File: src/rtl/io_pkg.sv
// ============================================================================
// Module      : io_pkg
// Description : Shared definitions for the I/O request arbiter: FSM state
//               encoding, default data width and channel index constants.
// Revision    : 1.0  initial release
// ============================================================================
`default_nettype none

package io_pkg;

    // Grant FSM encoding
    localparam logic [1:0] S_IDLE    = 2'd0;
    localparam logic [1:0] S_PRESENT = 2'd1;
    localparam logic [1:0] S_RELEASE = 2'd2;

    // Default byte width of every channel and of INPR/OUTR
    localparam int DW_DEFAULT = 8;

    // Fixed channel assignment
    localparam int CH_KBD = 0;
    localparam int CH_SPI = 1;

endpackage : io_pkg

`default_nettype wire

File: src/rtl/io_req_arbiter_rr_pick.sv
// ============================================================================
// Module      : rr_pick
// Description : Combinational round-robin selector. Returns the first pending
//               channel at or after the pointer, wrapping modulo N_CH.
// Ports       : i_pending  pending vector, one bit per channel
//               i_ptr      round-robin start index (always < N_CH)
//               o_grant    selected channel index
//               o_any      at least one channel pending
// Revision    : 1.0  initial release
// ============================================================================
`default_nettype none

module rr_pick #(
    parameter int N_CH = 2
) (
    input  logic [N_CH-1:0] i_pending,
    input  logic [1:0]      i_ptr,
    output logic [1:0]      o_grant,
    output logic            o_any
);

    logic [3:0] w_pend4;
    logic [2:0] w_idx;

    // Zero-pad to four entries so a 2-bit index is always in range
    assign w_pend4 = 4'(i_pending);
    assign o_any   = |i_pending;

    // Walk offsets from the farthest down to zero so the closest pending
    // channel to the pointer is the last (winning) assignment.
    always_comb begin
        o_grant = 2'd0;
        w_idx   = 3'd0;
        for (int k = N_CH - 1; k >= 0; k--) begin
            w_idx = {1'b0, i_ptr} + 3'(k);
            if (w_idx >= 3'(N_CH)) begin
                w_idx = w_idx - 3'(N_CH);
            end
            if (w_pend4[w_idx[1:0]]) begin
                o_grant = w_idx[1:0];
            end
        end
    end

endmodule : rr_pick

`default_nettype wire

File: src/rtl/io_req_arbiter.sv
// ============================================================================
// Module      : io_req_arbiter
// Description : Shares the single INPR/FGI input register and the interrupt
//               line between N_CH byte-wide requesters (ch0 keyboard,
//               ch1 SPI rx). Each channel has its own holding register;
//               pending channels are granted round-robin and the granted
//               byte is held until the CPU executes INP. Also owns FGO, the
//               display latch and IEN gating of the interrupt request.
// Ports       : clk, rst           clock, synchronous active-high reset
//               ch_req/ch_data     per-channel request level and byte
//               ch_ovf             sticky per-channel overrun flags
//               inpr/fgi/src       byte, flag and source index for the CPU
//               inp_ack            CPU executed INP
//               outr_in/out_stb    CPU OUT data and strobe
//               fgo/disp           output flag and display latch
//               ion/iof            CPU interrupt enable / disable pulses
//               irq                registered interrupt request
// Revision    : 1.0  initial release
// ============================================================================
`default_nettype none

module io_req_arbiter
    import io_pkg::*;
#(
    parameter int N_CH = 2,              // 2..4
    parameter int DW   = DW_DEFAULT
) (
    input  logic               clk,
    input  logic               rst,
    input  logic [N_CH-1:0]    ch_req,
    input  logic [N_CH*DW-1:0] ch_data,
    output logic [N_CH-1:0]    ch_ovf,
    output logic [DW-1:0]      inpr,
    output logic               fgi,
    output logic [1:0]         src,
    input  logic               inp_ack,
    input  logic [DW-1:0]      outr_in,
    input  logic               out_stb,
    output logic               fgo,
    output logic [DW-1:0]      disp,
    input  logic               ion,
    input  logic               iof,
    output logic               irq
);

    // ------------------------------------------------------------------
    // State
    // ------------------------------------------------------------------
    logic [N_CH-1:0] r_req_q;
    logic [N_CH-1:0] r_pending;
    logic [N_CH-1:0] r_ovf;
    logic [DW-1:0]   r_hold [N_CH];
    logic [DW-1:0]   r_inpr;
    logic [1:0]      r_src;
    logic            r_fgi;
    logic [1:0]      r_ptr;
    logic [1:0]      r_state;
    logic            r_fgo;
    logic [DW-1:0]   r_disp;
    logic            r_ien;
    logic            r_irq;

    logic [N_CH-1:0] w_edge;
    logic [1:0]      w_grant;
    logic            w_any;
    logic [1:0]      w_state_next;
    logic            w_load;
    logic            w_release;
    logic [DW-1:0]   w_sel_byte;
    logic [1:0]      w_ptr_next;

    assign w_edge = ch_req & ~r_req_q;

    // ------------------------------------------------------------------
    // Round-robin selection
    // ------------------------------------------------------------------
    rr_pick #(
        .N_CH (N_CH)
    ) u_rr_pick (
        .i_pending (r_pending),
        .i_ptr     (r_ptr),
        .o_grant   (w_grant),
        .o_any     (w_any)
    );

    always_comb begin
        w_sel_byte = '0;
        for (int i = 0; i < N_CH; i++) begin
            if (w_grant == 2'(i)) begin
                w_sel_byte = r_hold[i];
            end
        end
    end

    assign w_ptr_next = (r_src == 2'(N_CH - 1)) ? 2'd0 : r_src + 2'd1;

    // ------------------------------------------------------------------
    // Grant FSM: state register / next state / outputs
    // ------------------------------------------------------------------
    always_ff @(posedge clk) begin
        if (rst) begin
            r_state <= S_IDLE;
        end else begin
            r_state <= w_state_next;
        end
    end

    always_comb begin
        w_state_next = r_state;
        case (r_state)
            S_IDLE:    if (w_any)   w_state_next = S_PRESENT;
            S_PRESENT: if (inp_ack) w_state_next = S_RELEASE;
            S_RELEASE: w_state_next = S_IDLE;
            default:   w_state_next = S_IDLE;
        endcase
    end

    always_comb begin
        w_load    = (r_state == S_IDLE) && w_any;
        w_release = (r_state == S_PRESENT) && inp_ack;
    end

    // ------------------------------------------------------------------
    // Per-channel edge capture
    // ------------------------------------------------------------------
    // A new edge on the channel being acknowledged in this same cycle is a
    // fresh capture, not an overrun: the old byte is being consumed now.
    always_ff @(posedge clk) begin
        if (rst) begin
            r_req_q   <= '0;
            r_pending <= '0;
            r_ovf     <= '0;
            for (int i = 0; i < N_CH; i++) begin
                r_hold[i] <= '0;
            end
        end else begin
            r_req_q <= ch_req;
            for (int i = 0; i < N_CH; i++) begin
                if (w_edge[i]) begin
                    if (r_pending[i] && !(w_release && (r_src == 2'(i)))) begin
                        r_ovf[i] <= 1'b1;
                    end else begin
                        r_hold[i]    <= ch_data[i*DW +: DW];
                        r_pending[i] <= 1'b1;
                    end
                end else if (w_release && (r_src == 2'(i))) begin
                    r_pending[i] <= 1'b0;
                end
            end
        end
    end

    // ------------------------------------------------------------------
    // CPU-facing input register
    // ------------------------------------------------------------------
    always_ff @(posedge clk) begin
        if (rst) begin
            r_inpr <= '0;
            r_src  <= 2'd0;
            r_fgi  <= 1'b0;
            r_ptr  <= 2'd0;
        end else if (w_load) begin
            r_inpr <= w_sel_byte;
            r_src  <= w_grant;
            r_fgi  <= 1'b1;
        end else if (w_release) begin
            r_fgi  <= 1'b0;
            r_ptr  <= w_ptr_next;
        end
    end

    // ------------------------------------------------------------------
    // Output path: display is always ready one cycle after OUT
    // ------------------------------------------------------------------
    always_ff @(posedge clk) begin
        if (rst) begin
            r_fgo  <= 1'b1;
            r_disp <= '0;
        end else begin
            r_fgo <= ~out_stb;
            if (out_stb) begin
                r_disp <= outr_in;
            end
        end
    end

    // ------------------------------------------------------------------
    // Interrupt enable and registered request (iof has priority)
    // ------------------------------------------------------------------
    always_ff @(posedge clk) begin
        if (rst) begin
            r_ien <= 1'b0;
            r_irq <= 1'b0;
        end else begin
            r_irq <= r_ien & (r_fgi | r_fgo);
            if (iof) begin
                r_ien <= 1'b0;
            end else if (ion) begin
                r_ien <= 1'b1;
            end
        end
    end

    assign ch_ovf = r_ovf;
    assign inpr   = r_inpr;
    assign fgi    = r_fgi;
    assign src    = r_src;
    assign fgo    = r_fgo;
    assign disp   = r_disp;
    assign irq    = r_irq;

endmodule : io_req_arbiter

`default_nettype wire

File: config.mk
export PLATFORM = sky130hd
export DESIGN_NAME = io_req_arbiter
export DESIGN_NICKNAME = d
export VERILOG_FILES = /design/src/rtl/io_pkg.sv /design/src/rtl/io_req_arbiter_rr_pick.sv /design/src/rtl/io_req_arbiter.sv
export SDC_FILE = /design/constraint.sdc
export NUM_CORES = 1
export LEC_CHECK = 0
export CORE_MARGIN = 2
export CORE_UTILIZATION = 51
export DETAILED_ROUTE_END_ITERATION = 10
export GPL_ROUTABILITY_DRIVEN = 0
export PLACE_DENSITY = 0.83
export SLEW_MARGIN = 5
export SYNTH_ARGS = -nofsm -noshare
export SYNTH_HDL_FRONTEND = slang
export SYNTH_SLANG_ARGS = --single-unit
File: constraint.sdc
create_clock -name clk -period 2.4 [get_ports clk]
set_input_delay 0.48 -clock clk [delete_from_list [all_inputs] [get_ports clk]]
set_output_delay 0.48 -clock clk [all_outputs]
set_load 0.005 [all_outputs]
==> flow_summary.yaml <==
outcome:
  outcome: "finished, final reports clean"
route:
  routedWlPerCell_um: 13.3
  viasPerCell: 5.20
  wl_um: 3940
  ant_nets: 0
  drc: 0
  vias: 1540
  drtIter0Drc: 49
  first_pass_iters: 4
placed_design:
  dp_hpwl_um: 2940
  dp.cells: 288
  port_buffers: 54
  placed_area_um2: 2660
  dpl_worst_slack_ns: 0.273
sta:
  setup_ws_ns: 0.500
  tightest_slew_ns: 0.549
  finalMaxSlewViolations: 0
  setup_viol: 0
  finalCritPeriodShare_pct: 79.2
  hold_viol: 0
  max_freq_mhz: 526
  skew_ns: 0.0147
  rsz0062_at_grt: "false"
  relSlewSlack_pct: 63.3
  finalSetupTns_ns: 0
  whs_ns: 0.452
  final.min_clock_period_ns: 1.90
power:
  seqPwrFrac_pct: 53.7
  ir_drop_mv: 0.373
  p_int_mw: 1.28
  p_sw_share_pct: 25.9
  power_leakage_nw: 0.980
  clockPowerShare_pct: 26.9
  comb_power_share_pct: 19.4
  p_sw_mw: 0.448
  powerDensity_nw_per_um2: 631
  total_power_mw: 1.73
grt:
  grt_max_degree: 29
  antenna_found_initial: 0
  grt_pass1_wl_um: 6390
  grt_use_total_pct: 18.9
  grt_pass1_vias: 1376
  grt_overflow: 0
hold_path:
  hp-start: "ch_ovf[1]"
  min_to: "ch_ovf[1]"
  min_path_cells: 2
  hold_class: "register to register"
die:
  start_util_pct: 52.6
  core_region_area_um2: 3940
  boundaryPins: 55
  dieArea_um2: 4590
  fp.dieW_um: 67.8
  std_cell_rows: 23
  die_h_um: 67.8
logic_synthesis:
  synthCells: 190
  synth_cell_type_count: 36
  synth_edf_count: 16
  synthArstFlopShare_pct: 0
  syn_area_per_cell_um2: 10.9
  ys_ff_latch: 47
  synth_warnings: 0
  synth_ff_type: "dfxtp_1"
  synth.net_count: 222
  syn_area_um2: 2070
  ys_seq_area_share_pct: 53.1
final_layout:
  fin_cells: 296
  n_antenna_cell: 0
  final_nets: 277
  final_cell_mix: "54 x clkdlybuf4s50_1, 31 x dfxtp_1, 22 x a21oi_1"
  fin_util_pct: 69.5
  areaGrowthSynthToFinish_pct: 32.1
  fin_area_um2: 2740
  post_route_cells_drive_above_1_share_pct: 14.6
  final_common_cell: "clkdlybuf4s50_1"
cts:
  post-cts-setup-buffers: 0
  cts.sinks: 47
  htree_num_levels: 2
  clk_path_buf_depth: 2
  clock_latency_ns: 0.31
  cts_buffers: 5
  cts_tree: "yes"
  hold_buffers: 0
  cts.reportedPaths.clkPinSlew_ns: 0.09
  root_buffer: "clkbuf_8"
  cts-resized-gates: 0
setup_path:
  regToRegSetupSlack_ns: 0.78
  crit_chain: "clkdlybuf4s50_1"
  path_buf_inv: 1
  path_max_fanout: 9
  ff2ff_path_depth: 3
  cp.depth: 1
  cp.arrival_ns: 1.42
  cp-end-kind: "primary output"
  crit_type: "register to primary output"
  cpPeakStageDelay_ns: 0.58
  regToRegEndpoint: "r_hold[0][10]"
  slowest_stage: "clkdlybuf4s50_1"
  startpoint_type: "register"
  rr_startpoint: "src[0]"
  required_ns: 1.92
  crit_family: "buffers and inverters"
flow_run:
  cap_violations: 0
## final cells by class
| class | instances | area [µm²] |
|---|---|---|
| fillers | 304 | 1200 |
| clock inverters | 2 | 12.5 |
| flip-flops and latches | 47 | 1100 |
| well taps | 50 | 62.6 |
| repair buffers | 61 | 593 |
| inverters | 4 | 15.0 |
| multi-input cells | 126 | 883 |
| clock buffers | 6 | 72.6 |
## worst register-to-register path, delay by kind of cell, from the launching register on
family | cells | cell delay, ns
flops | 1 | 0.42
simple gates | 1 | 0.26
compound gates | 2 | 0.66
## flip-flops by register name, indices dropped and copies added, names as in the netlist
name,cells
r_hold,16
inpr,8
fgi,1
r_pending,2
irq,1
src,2
r_state,2
r_req_q,2
fgo,1
r_ien,1
r_ptr,1
disp,8
ch_ovf,2
## synth_stat cells (2+ instances only)
master	count	area (µm²)
a21o_1	2	15.0
a21oi_1	22	110
a21oi_2	10	87.6
a311oi_2	8	120
and3b_1	2	17.5
buf_2	5	25.0
buf_6	2	22.5
clkbuf_1	4	15.0
dfxtp_1	31	621
edfxtp_1	16	480
inv_1	4	15.0
mux2i_1	8	80.1
nand2_1	2	7.51
nand2b_1	20	125
nand3_1	9	45.0
nor2_1	13	48.8
nor2b_1	3	18.8
nor3b_2	2	25.0
o21ai_0	10	50.1
## power by group through the flow
| stage | clock [mW] | combinational, mW | sequential (mW) |
|---|---|---|---|
| floorplan | 0 | 0.188 | 0.942 |
| global placement | 0 | 0.330 | 0.942 |
| detailed placement | 0 | 0.337 | 0.946 |
| CTS | 0.467 | 0.339 | 0.928 |
| global route | 0.500 | 0.370 | 0.935 |
| finish | 0.464 | 0.336 | 0.928 |
## worst max path at each step
| stage | start | slack (ns) | end |
|---|---|---|---|
| after CTS | src[0] | 0.52 | src[0] |
| final | src[0] | 0.50 | src[0] |
| after detailed placement | inp_ack | 0.27 | r_hold[0][1] |
| after floorplan | inp_ack | 0.78 | r_hold[0][10] |
| after global routing | src[0] | 0.46 | src[0] |
| after global placement | inp_ack | 0.34 | r_hold[0][0] |
## metal layers
metal	vias up	global-route usage [%]	part of all wire, %
met2	46	31.3	48
li1	792	-	-
met5	-	0	0
met4	0	9.75	2.7
met3	9	4.67	5.2
met1	693	22.9	44
## kinds of logic after synthesis
family | synth area share [%]
DFF | 53.1
muxes | 3.86
AOI/OAI and AO/OA | 21.2
buffers and inverters | 4.34
and+or+nand+nor | 17.6
Power figures use the tool's default switching activity.
